**src/rtl/fetch_pkt_packer_pkg.sv**
```systemverilog
`default_nettype none
// ============================================================================
// Module   : fetch_pkt_packer_pkg
// Purpose  : Shared frontend definitions. Fetch, packer and the compressing
//            instruction FIFO all import this package so that they agree on
//            the packet geometry and the slot payload type.
// Contents : FETCH_WIDTH / WRITE_PORT / DATA_WIDTH constants, derived counter
//            widths, slot payload type, fetch packet struct, packer states.
// Revision : 1.0 - initial release
// ============================================================================
package fetch_pkt_packer_pkg;

  localparam int FETCH_WIDTH = 4;   // slots per fetch packet (power of two)
  localparam int WRITE_PORT  = 2;   // FIFO write lanes (fixed)
  localparam int DATA_WIDTH  = 32;  // payload bits per slot

  localparam int REM_W  = $clog2(FETCH_WIDTH) + 1;  // holds 0..FETCH_WIDTH
  localparam int HEAD_W = $clog2(FETCH_WIDTH);      // buffer index
  localparam int NUM_W  = $clog2(WRITE_PORT + 1);   // holds 0..WRITE_PORT

  typedef logic [DATA_WIDTH-1:0] dtype;

  // One fetch packet as produced by the fetch stage output register.
  typedef struct packed {
    logic [FETCH_WIDTH-1:0] mask;
    dtype [FETCH_WIDTH-1:0] data;
  } fetch_pkt_t;

  typedef enum logic [0:0] {
    ST_IDLE  = 1'b0,   // nothing buffered, ready for a packet
    ST_DRAIN = 1'b1    // compacted slots waiting to be written
  } pack_state_e;

endpackage
`default_nettype wire

```
**src/rtl/fetch_pkt_packer_slot_compactor.sv**
```systemverilog
`default_nettype none
// ============================================================================
// Module   : fetch_pkt_packer_slot_compactor
// Purpose  : Combinational compaction of a masked slot vector. Valid slots are
//            packed, in ascending slot order, into output positions 0..count-1;
//            remaining positions are driven to zero.
// Ports    : mask        - per-slot valid, bit i = slot i
//            data        - slot payloads
//            packed_data - compacted payloads, position 0 = oldest valid slot
//            count       - popcount(mask)
// Revision : 1.0 - initial release
// ============================================================================
module fetch_pkt_packer_slot_compactor
  import fetch_pkt_packer_pkg::*;
#(
  parameter int SLOTS = FETCH_WIDTH,
  parameter int WIDTH = DATA_WIDTH
) (
  input  logic [SLOTS-1:0]            mask,
  input  logic [SLOTS-1:0][WIDTH-1:0] data,
  output logic [SLOTS-1:0][WIDTH-1:0] packed_data,
  output logic [$clog2(SLOTS):0]      count
);

  localparam int CW = $clog2(SLOTS) + 1;

  // prefix[i] = number of valid slots below slot i = destination of slot i.
  logic [SLOTS:0][CW-1:0] prefix;

  always_comb begin
    prefix[0] = '0;
    for (int i = 0; i < SLOTS; i++) begin
      prefix[i+1] = prefix[i] + CW'(mask[i]);
    end
  end

  // Each output position ORs in the one valid slot whose prefix selects it;
  // at most one slot matches, so the OR acts as a one-hot mux.
  always_comb begin
    packed_data = '0;
    for (int j = 0; j < SLOTS; j++) begin
      for (int i = 0; i < SLOTS; i++) begin
        if (mask[i] && (prefix[i] == CW'(j))) begin
          packed_data[j] = packed_data[j] | data[i];
        end
      end
    end
  end

  assign count = prefix[SLOTS];

endmodule
`default_nettype wire

```
**src/rtl/fetch_pkt_packer.sv**
```systemverilog
`default_nettype none
// ============================================================================
// Module   : fetch_pkt_packer
// Purpose  : Producer-side front end of the compressing instruction FIFO.
//            Accepts one masked fetch packet per handshake, compacts the valid
//            slots and drains them into the 2-wide FIFO write port.
// Ports    : clk, rst_n        - clock, synchronous active-low reset
//            flush_i           - discard any held packet
//            pkt_valid_i/pkt_ready_o/pkt_mask_i/pkt_data_i - packet input
//            write_valid_o/write_ready_i/write_num_o/write_data_o - FIFO write
// Revision : 1.0 - initial release
// ============================================================================
module fetch_pkt_packer
  import fetch_pkt_packer_pkg::*;
(
  input  logic                   clk,
  input  logic                   rst_n,
  input  logic                   flush_i,
  input  logic                   pkt_valid_i,
  output logic                   pkt_ready_o,
  input  logic [FETCH_WIDTH-1:0] pkt_mask_i,
  input  dtype [FETCH_WIDTH-1:0] pkt_data_i,
  output logic                   write_valid_o,
  input  logic                   write_ready_i,
  output logic [NUM_W-1:0]       write_num_o,
  output dtype [WRITE_PORT-1:0]  write_data_o
);

  pack_state_e             state_q, state_d;
  dtype [FETCH_WIDTH-1:0]  buf_q, buf_d;
  logic [REM_W-1:0]        rem_q, rem_d;
  logic [HEAD_W-1:0]       head_q, head_d;

  dtype [FETCH_WIDTH-1:0]  cmp_data;
  logic [REM_W-1:0]        cmp_count;

  logic fire;
  logic last_chunk;
  logic accept;

  fetch_pkt_packer_slot_compactor #(
    .SLOTS (FETCH_WIDTH),
    .WIDTH (DATA_WIDTH)
  ) u_compactor (
    .mask        (pkt_mask_i),
    .data        (pkt_data_i),
    .packed_data (cmp_data),
    .count       (cmp_count)
  );

  // Write-side outputs depend only on registered state.
  assign write_valid_o = (state_q == ST_DRAIN);
  assign write_num_o   = (rem_q > REM_W'(WRITE_PORT)) ? NUM_W'(WRITE_PORT)
                                                      : rem_q[NUM_W-1:0];

  generate
    for (genvar i = 0; i < WRITE_PORT; i++) begin : g_lane
      logic [HEAD_W-1:0] lane_idx;
      assign lane_idx        = head_q + HEAD_W'(i);
      assign write_data_o[i] = (NUM_W'(i) < write_num_o) ? buf_q[lane_idx] : '0;
    end
  endgenerate

  assign fire       = write_valid_o & write_ready_i;
  assign last_chunk = (rem_q <= REM_W'(WRITE_PORT));
  // A new packet may land in the same cycle the final chunk drains.
  assign pkt_ready_o = rst_n & ~flush_i & ((state_q == ST_IDLE) | (fire & last_chunk));
  assign accept      = pkt_valid_i & pkt_ready_o;

  always_comb begin
    rem_d  = rem_q;
    head_d = head_q;
    buf_d  = buf_q;
    if (fire) begin
      rem_d  = rem_q - REM_W'(write_num_o);
      head_d = head_q + HEAD_W'(write_num_o);
    end
    // Flush wins over accept; a fire in the flush cycle is still consumed by
    // the FIFO, which flushes itself independently.
    if (flush_i) begin
      rem_d  = '0;
      head_d = '0;
    end else if (accept) begin
      rem_d  = cmp_count;
      head_d = '0;
      buf_d  = cmp_data;
    end
    state_d = (rem_d != '0) ? ST_DRAIN : ST_IDLE;
  end

  always_ff @(posedge clk) begin
    if (!rst_n) begin
      state_q <= ST_IDLE;
      rem_q   <= '0;
      head_q  <= '0;
      buf_q   <= '0;
    end else begin
      state_q <= state_d;
      rem_q   <= rem_d;
      head_q  <= head_d;
      buf_q   <= buf_d;
    end
  end

endmodule
`default_nettype wire
```
**config.mk**
```make
export PLATFORM = sky130hd
export DESIGN_NAME = fetch_pkt_packer
export DESIGN_NICKNAME = d
export VERILOG_FILES = /design/src/rtl/fetch_pkt_packer_pkg.sv /design/src/rtl/fetch_pkt_packer_slot_compactor.sv /design/src/rtl/fetch_pkt_packer.sv
export SDC_FILE = /design/constraint.sdc
export NUM_CORES = 1
export LEC_CHECK = 0
export CAP_MARGIN = 20
export CELL_PAD_IN_SITES_DETAIL_PLACEMENT = 1
export CELL_PAD_IN_SITES_GLOBAL_PLACEMENT = 1
export CORE_AREA = 2 2 170 172
export DETAILED_ROUTE_END_ITERATION = 7
export DIE_AREA = 0 0 172 174
export MAX_ROUTING_LAYER = met4
export PLACE_DENSITY_LB_ADDON = 0.1
export SLEW_MARGIN = 20
export SYNTH_ARGS = -nofsm -noshare
export SYNTH_HDL_FRONTEND = slang
export SYNTH_HIERARCHICAL = 1
export SYNTH_SLANG_ARGS = --single-unit
export TNS_END_PERCENT = 100
```
**constraint.sdc**
```tcl
create_clock -name clk -period 3 [get_ports clk]
set_input_delay 0.3 -clock clk [delete_from_list [all_inputs] [get_ports clk]]
set_output_delay 0.3 -clock clk [all_outputs]
set_load 0.05 [all_outputs]
```
**After elaboration in Yosys (flattened, before gate mapping)**

Cells that the tools add are included.

- ROM bits: 0
- Logic and storage cells: 79
- Latch bits: 0
- Memory bits (writable): 0
- Input port bits: 137
- Memories: 0
- Flip-flop bits (word level): 134

- Divide/modulo/power cells: 0
- Shift operators: 0
- Reductions and logical operators: 16
- Multipliers: 0
- Muxes and demuxes: 22
- Equal/unequal tests: 6
- $add $sub $neg: 6
- Bitwise gates (word level): 16
- $lt $le $gt $ge: 6

Operators by type and width:

| kind | count |
|---|---|
| $mux 32 | 15 |
| $or 32x32->32 | 7 |
| $bmux 32 s2 | 2 |
| $eq 3x2->1 const B | 4 |
| $logic_and 1x1->1 | 10 |
| $logic_not 3->1 | 3 |
| $mux 3 | 3 |
| $add 3x1->3 | 2 |
| $eq 3x1->1 const B | 2 |
| $lt 2x3->1 const B | 2 |
| $and 1x1->1 | 5 |
| $lt 1x2->1 const A | 2 |
| $gt 3x2->1 const B | 1 |
| $le 3x2->1 const B | 1 |
| $not 1->1 | 3 |
| $reduce_bool 3->1 | 1 |
| $reduce_or 3->1 | 1 |
| $sub 3x2->3 | 1 |
| $add 1x1->2 | 1 |
| $add 2x1->2 const B | 1 |
| $add 2x2->2 | 1 |
| $mux 2 | 1 |
| $reduce_and 2->1 | 1 |
| $mux 1 | 1 |
| $or 1x1->1 | 1 |

**Longest topological paths before layout**

- Word-level depth: 9
- Gate-level depth with buffers: 12
- Mapped depth without buffers: 10

**Hierarchy**

Netlist, hierarchy kept.

By module, submodules not included:

| module | cells each | sequential area each (µm²) | instances | area an instance (µm²) |
|---|---|---|---|---|
| fetch_pkt_packer | 754 | 2682.6 | 1 | 7556.0 |
| fetch_pkt_packer_slot_compactor | 293 | 0.0 | 1 | 2168.3 |

**Worst setup path before layout**

No wires, ideal clock.

- Kind: input to register
- Start point: in pkt_mask_i[0]
- End point: reg state_q, in the netlist write_valid_o
- Arrival time: 2604 ps
- Path slack: 276 ps
- Stages on the path: 12
- Buffers on the path: 2
- Cells stage by stage: clkbuf_1 -> clkbuf_1 -> inv_1 -> fa_1 -> inv_1 -> ha_1 -> inv_1 -> fa_1 -> inv_1 -> nor3_1 -> a31oi_1 -> o31a_1

- Cells in the longest elaborated chain, start to end: 7

RTL lines:

| item | RTL line | text |
|---|---|---|
| from (decl) | fetch_pkt_packer.sv:21 | `input logic [FETCH_WIDTH-1:0] pkt_mask_i,` |
| $add 1x1->2 | fetch_pkt_packer_slot_compactor.sv:33 | `prefix[i+1] = prefix[i] + CW'(mask[i]);` |
| $add 3x1->3 (2 in a row) | fetch_pkt_packer_slot_compactor.sv:33 |  |
| named net cmp_count[1] | fetch_pkt_packer.sv:35 | `logic [REM_W-1:0] cmp_count;` |
| $mux 3 | fetch_pkt_packer.sv:83 | `end else if (accept) begin` |
| $mux 3 | fetch_pkt_packer.sv:80 | `if (flush_i) begin` |
| $reduce_bool 3->1 | fetch_pkt_packer.sv:88 | `state_d = (rem_d != '0) ? ST_DRAIN : ST_IDLE;` |
| $mux 1 | fetch_pkt_packer.sv:88 |  |
| to (signal assigned) | fetch_pkt_packer.sv:98 | `state_q <= state_d;` |
| to (decl) | fetch_pkt_packer.sv:29 | `pack_state_e state_q, state_d;` |

The timed path passes the listed nets, and every way through them passes these cells.
A chain may end at the register's enable or synchronous reset.

==> run metrics <==
CP Depth=4; WP data arrival=2.56 ns; row cnt=62; initial antenna violation count=3; final worst path period need=2.86 ns; Crit. End Element=output port; Num CTS Buffers=17; largest net degree at the start of global routing=257; CTS resizes=0; worst hold slack=0.368 ns; Vias=8891; gr usage total=24.1%; warnings from Yosys=6; post-synthesis mux area share=28.2%; synthesized cell area=9720 sq um; largest family of logic cells by synthesized area=multiplexers; ys async rst share=0%; Setup TNS Final=0 ns; leakage=0.00464 uW; CTS clk-pin slew, worst paths=0.06 ns; Synth cell types=43; CP delay by family, top=buffers and inverters; reg2reg path depth=5; CP endpoint=write_data_o[54]; Placer Congestion=0.766; # clock sinks=134; TritonCTS clock tree=done; vias in the first global route=9285; Root Buffer Master=clkbuf_16; Die Height=174 um; status=completed; maximum net fanout on the critical path=9; worst clock skew=0.00808 ns; Design Power=5250 uW; Critical Path Slowest Stage Cell=clkdlybuf4s50_1; first-pass GRT wire length=53.9 mm; adder and majority gate portion of the synthesized area=1.44%; Top FF cell, synth=dfxtp_1; synth top area cells=dfxtp_1, mux4_2, mux2i_1; DRC Markers=0; io pins=205; Setup Viol. Count Final=0; Mapped Nets=1194; Area Overhead vs Synth=30.1%; CP startpoint=head_q[1]; startpoint types=flop; xor/xnor cell area share of the yosys netlist=0.180%; Max transition margin=23.1%; Final Hold Viols=0; clk_lat worst skew=0.43 ns; setup bufs post-CTS=0; critical-path cell list=buf_4, mux4_2, and2_1, clkdlybuf4s50_1; sequential area share after synthesis=27.6%; post-DP HPWL=22.7 mm; number of flops mapped to enable cells by yosys=0; Synth Instances=1047; layout cells sized above 1=16.6%; DR pass1 iterations=5; Avg Cell Area, Syn=9.29 sq um; Crit Path Class=reg -> out; Yosys top cell by area=dfxtp_1; maxcap violations=0; Least-Margin Pin Slew=1.15 ns; Bufs and invs on worst path=2; reg2reg start=rem_q[2]; I/O Buffers=204; Longest Clk Path Bufs=2; CTS H-tree lvls=4; Synth top area share=27.6%; Synth Area in Compound Gates=17.4%; worst path required time=2.70 ns; worst hold-check path type=in -> reg; hold_buf cts=0; RSZ-0062 raised after global routing=no; period utilization=95.5%; Via density=5.57; Starting Density=34.4%; Post-layout nets=1345; worst stage delay on the critical path=0.70 ns; Die Wd=172 um; Synth Area in Simple Gates=16.1%; Yosys reg bits=134; DRT antenna net count=0; setup slack, reg-to-reg=1.09 ns; global route overflow=0; f_max=0.349 GHz; max-slew violation count=0; maximum vdd ir drop=0.000320 V; Initial DRC Count=677; routed wire length=34.8 mm; Avg WL per Cell=21.8 um; Crit Reg-Reg Endpoint=buf_q[112]; core area=28200 sq um; PD cells=415 nW/um^2; Die Area=29900 sq um
-- where the power goes --
group	switching [uW]	internal (uW)	leakage (uW)
combinational	610	528	0.00326
clock	896	1320	0.000287
sequential	52.6	1840	0.00109
total	1560	3690	0.00464
-- area by class of cell --
class | count | area, sq um
Timing Repair Buffer | 241 | 2510
Sequential cell | 134 | 2690
Clock inverter | 14 | 175
Clock buffer | 18 | 429
Tap cell | 384 | 480
Inverter | 43 | 161
Multi-Input combinational cell | 761 | 6190
Fill cell | 3200 | 15600
Antenna cell | 2 | 5.00
-- how the worst min path moves through the flow --
| stage | startpoint | end | slack (ns) | depth (start not counted) |
|---|---|---|---|---|
| 2_1_floorplan | buf_q[88] | buf_q[88] | 0.44 | 2 |
| 3_3_place_gp | buf_q[92] | buf_q[92] | 0.45 | 2 |
| 3_5_place_dp | buf_q[78] | buf_q[78] | 0.46 | 2 |
| 4_1_cts | rst_n | rem_q[2] | 0.35 | 3 |
| 5_1_grt | rst_n | rem_q[2] | 0.38 | 3 |
| 6_report | rst_n | rem_q[2] | 0.37 | 3 |
-- worst min-delay path, cell delays in order --
cell      delay (ns)
buf_6           0.10
nand2b_1        0.28
a21oi_1         0.06
-- synth_stat cells, types with 2 or more instances --
cell type,n
inv_1,43
nor3_1,5
buf_4,8
clkbuf_1,61
nor2b_1,32
and2_1,36
nand2_1,257
buf_12,13
dfxtp_1,134
fa_1,2
buf_2,19
a221o_1,32
mux2i_1,129
mux4_2,64
o21ai_1,2
o21ai_0,33
ha_1,8
nand3_1,3
xnor2_1,2
buf_6,6
a32oi_1,32
a21oi_1,4
a22o_1,96
clkbuf_2,2
nand2b_1,2
nor2_1,5
-- metal layers --
| metal | wire length [um] | GRT usage [%] | part of all wire, % |
|---|---|---|---|
| met5 | 0 | - | 0 |
| met2 | 16600 | 38.9 | 48 |
| met1 | 15900 | 31.7 | 46 |
| met3 | 1690 | 3.05 | 4.8 |
| met4 | 597 | 7.07 | 1.7 |
-- per-stage QoR --
step / instances / instance area, sq um / setup slack, ns / utilization [%]
finish: 1597 / 12600 / 0.136 / 44.8
global route: 1597 / 12600 / 0.0373 / 44.8
CTS: 1595 / 12600 / 0.0901 / 44.8
detailed placement: 1563 / 12000 / 0.0841 / 42.6
global placement: 1563 / 12000 / 0.169 / 42.6
floorplan: 1047 / 9720 / 0.276 / -
-- state kept, by name, summed over array words and instances, names as in the netlist --
signal         flops
buf_q            128
rem_q              3
head_q             2
write_valid_o      1
-- kinds of logic (layout without fill, tap and decap cells) --
kind of cell,Yosys count,in the layout
AO/OA/AOI/OAI,205,205
XOR/XNOR,2,2
other,1,3
flip-flops,134,134
buffers and inverters,152,316
multiplexers,194,194
adder cells (fa/ha/maj),10,10
AND/OR/NAND/NOR,349,349
-- layout by cell type, fill, tap and decap left out, drive strengths merged, types with 35 or more instances in the layout --
cell / n
nand2: 257
clkdlybuf4s50: 152
dfxtp: 134
mux2i: 129
a22o: 96
buf: 89
mux4: 64
inv: 46
and2: 36
o21ai: 35
Note: power is estimated with default switching activity, not from simulation.
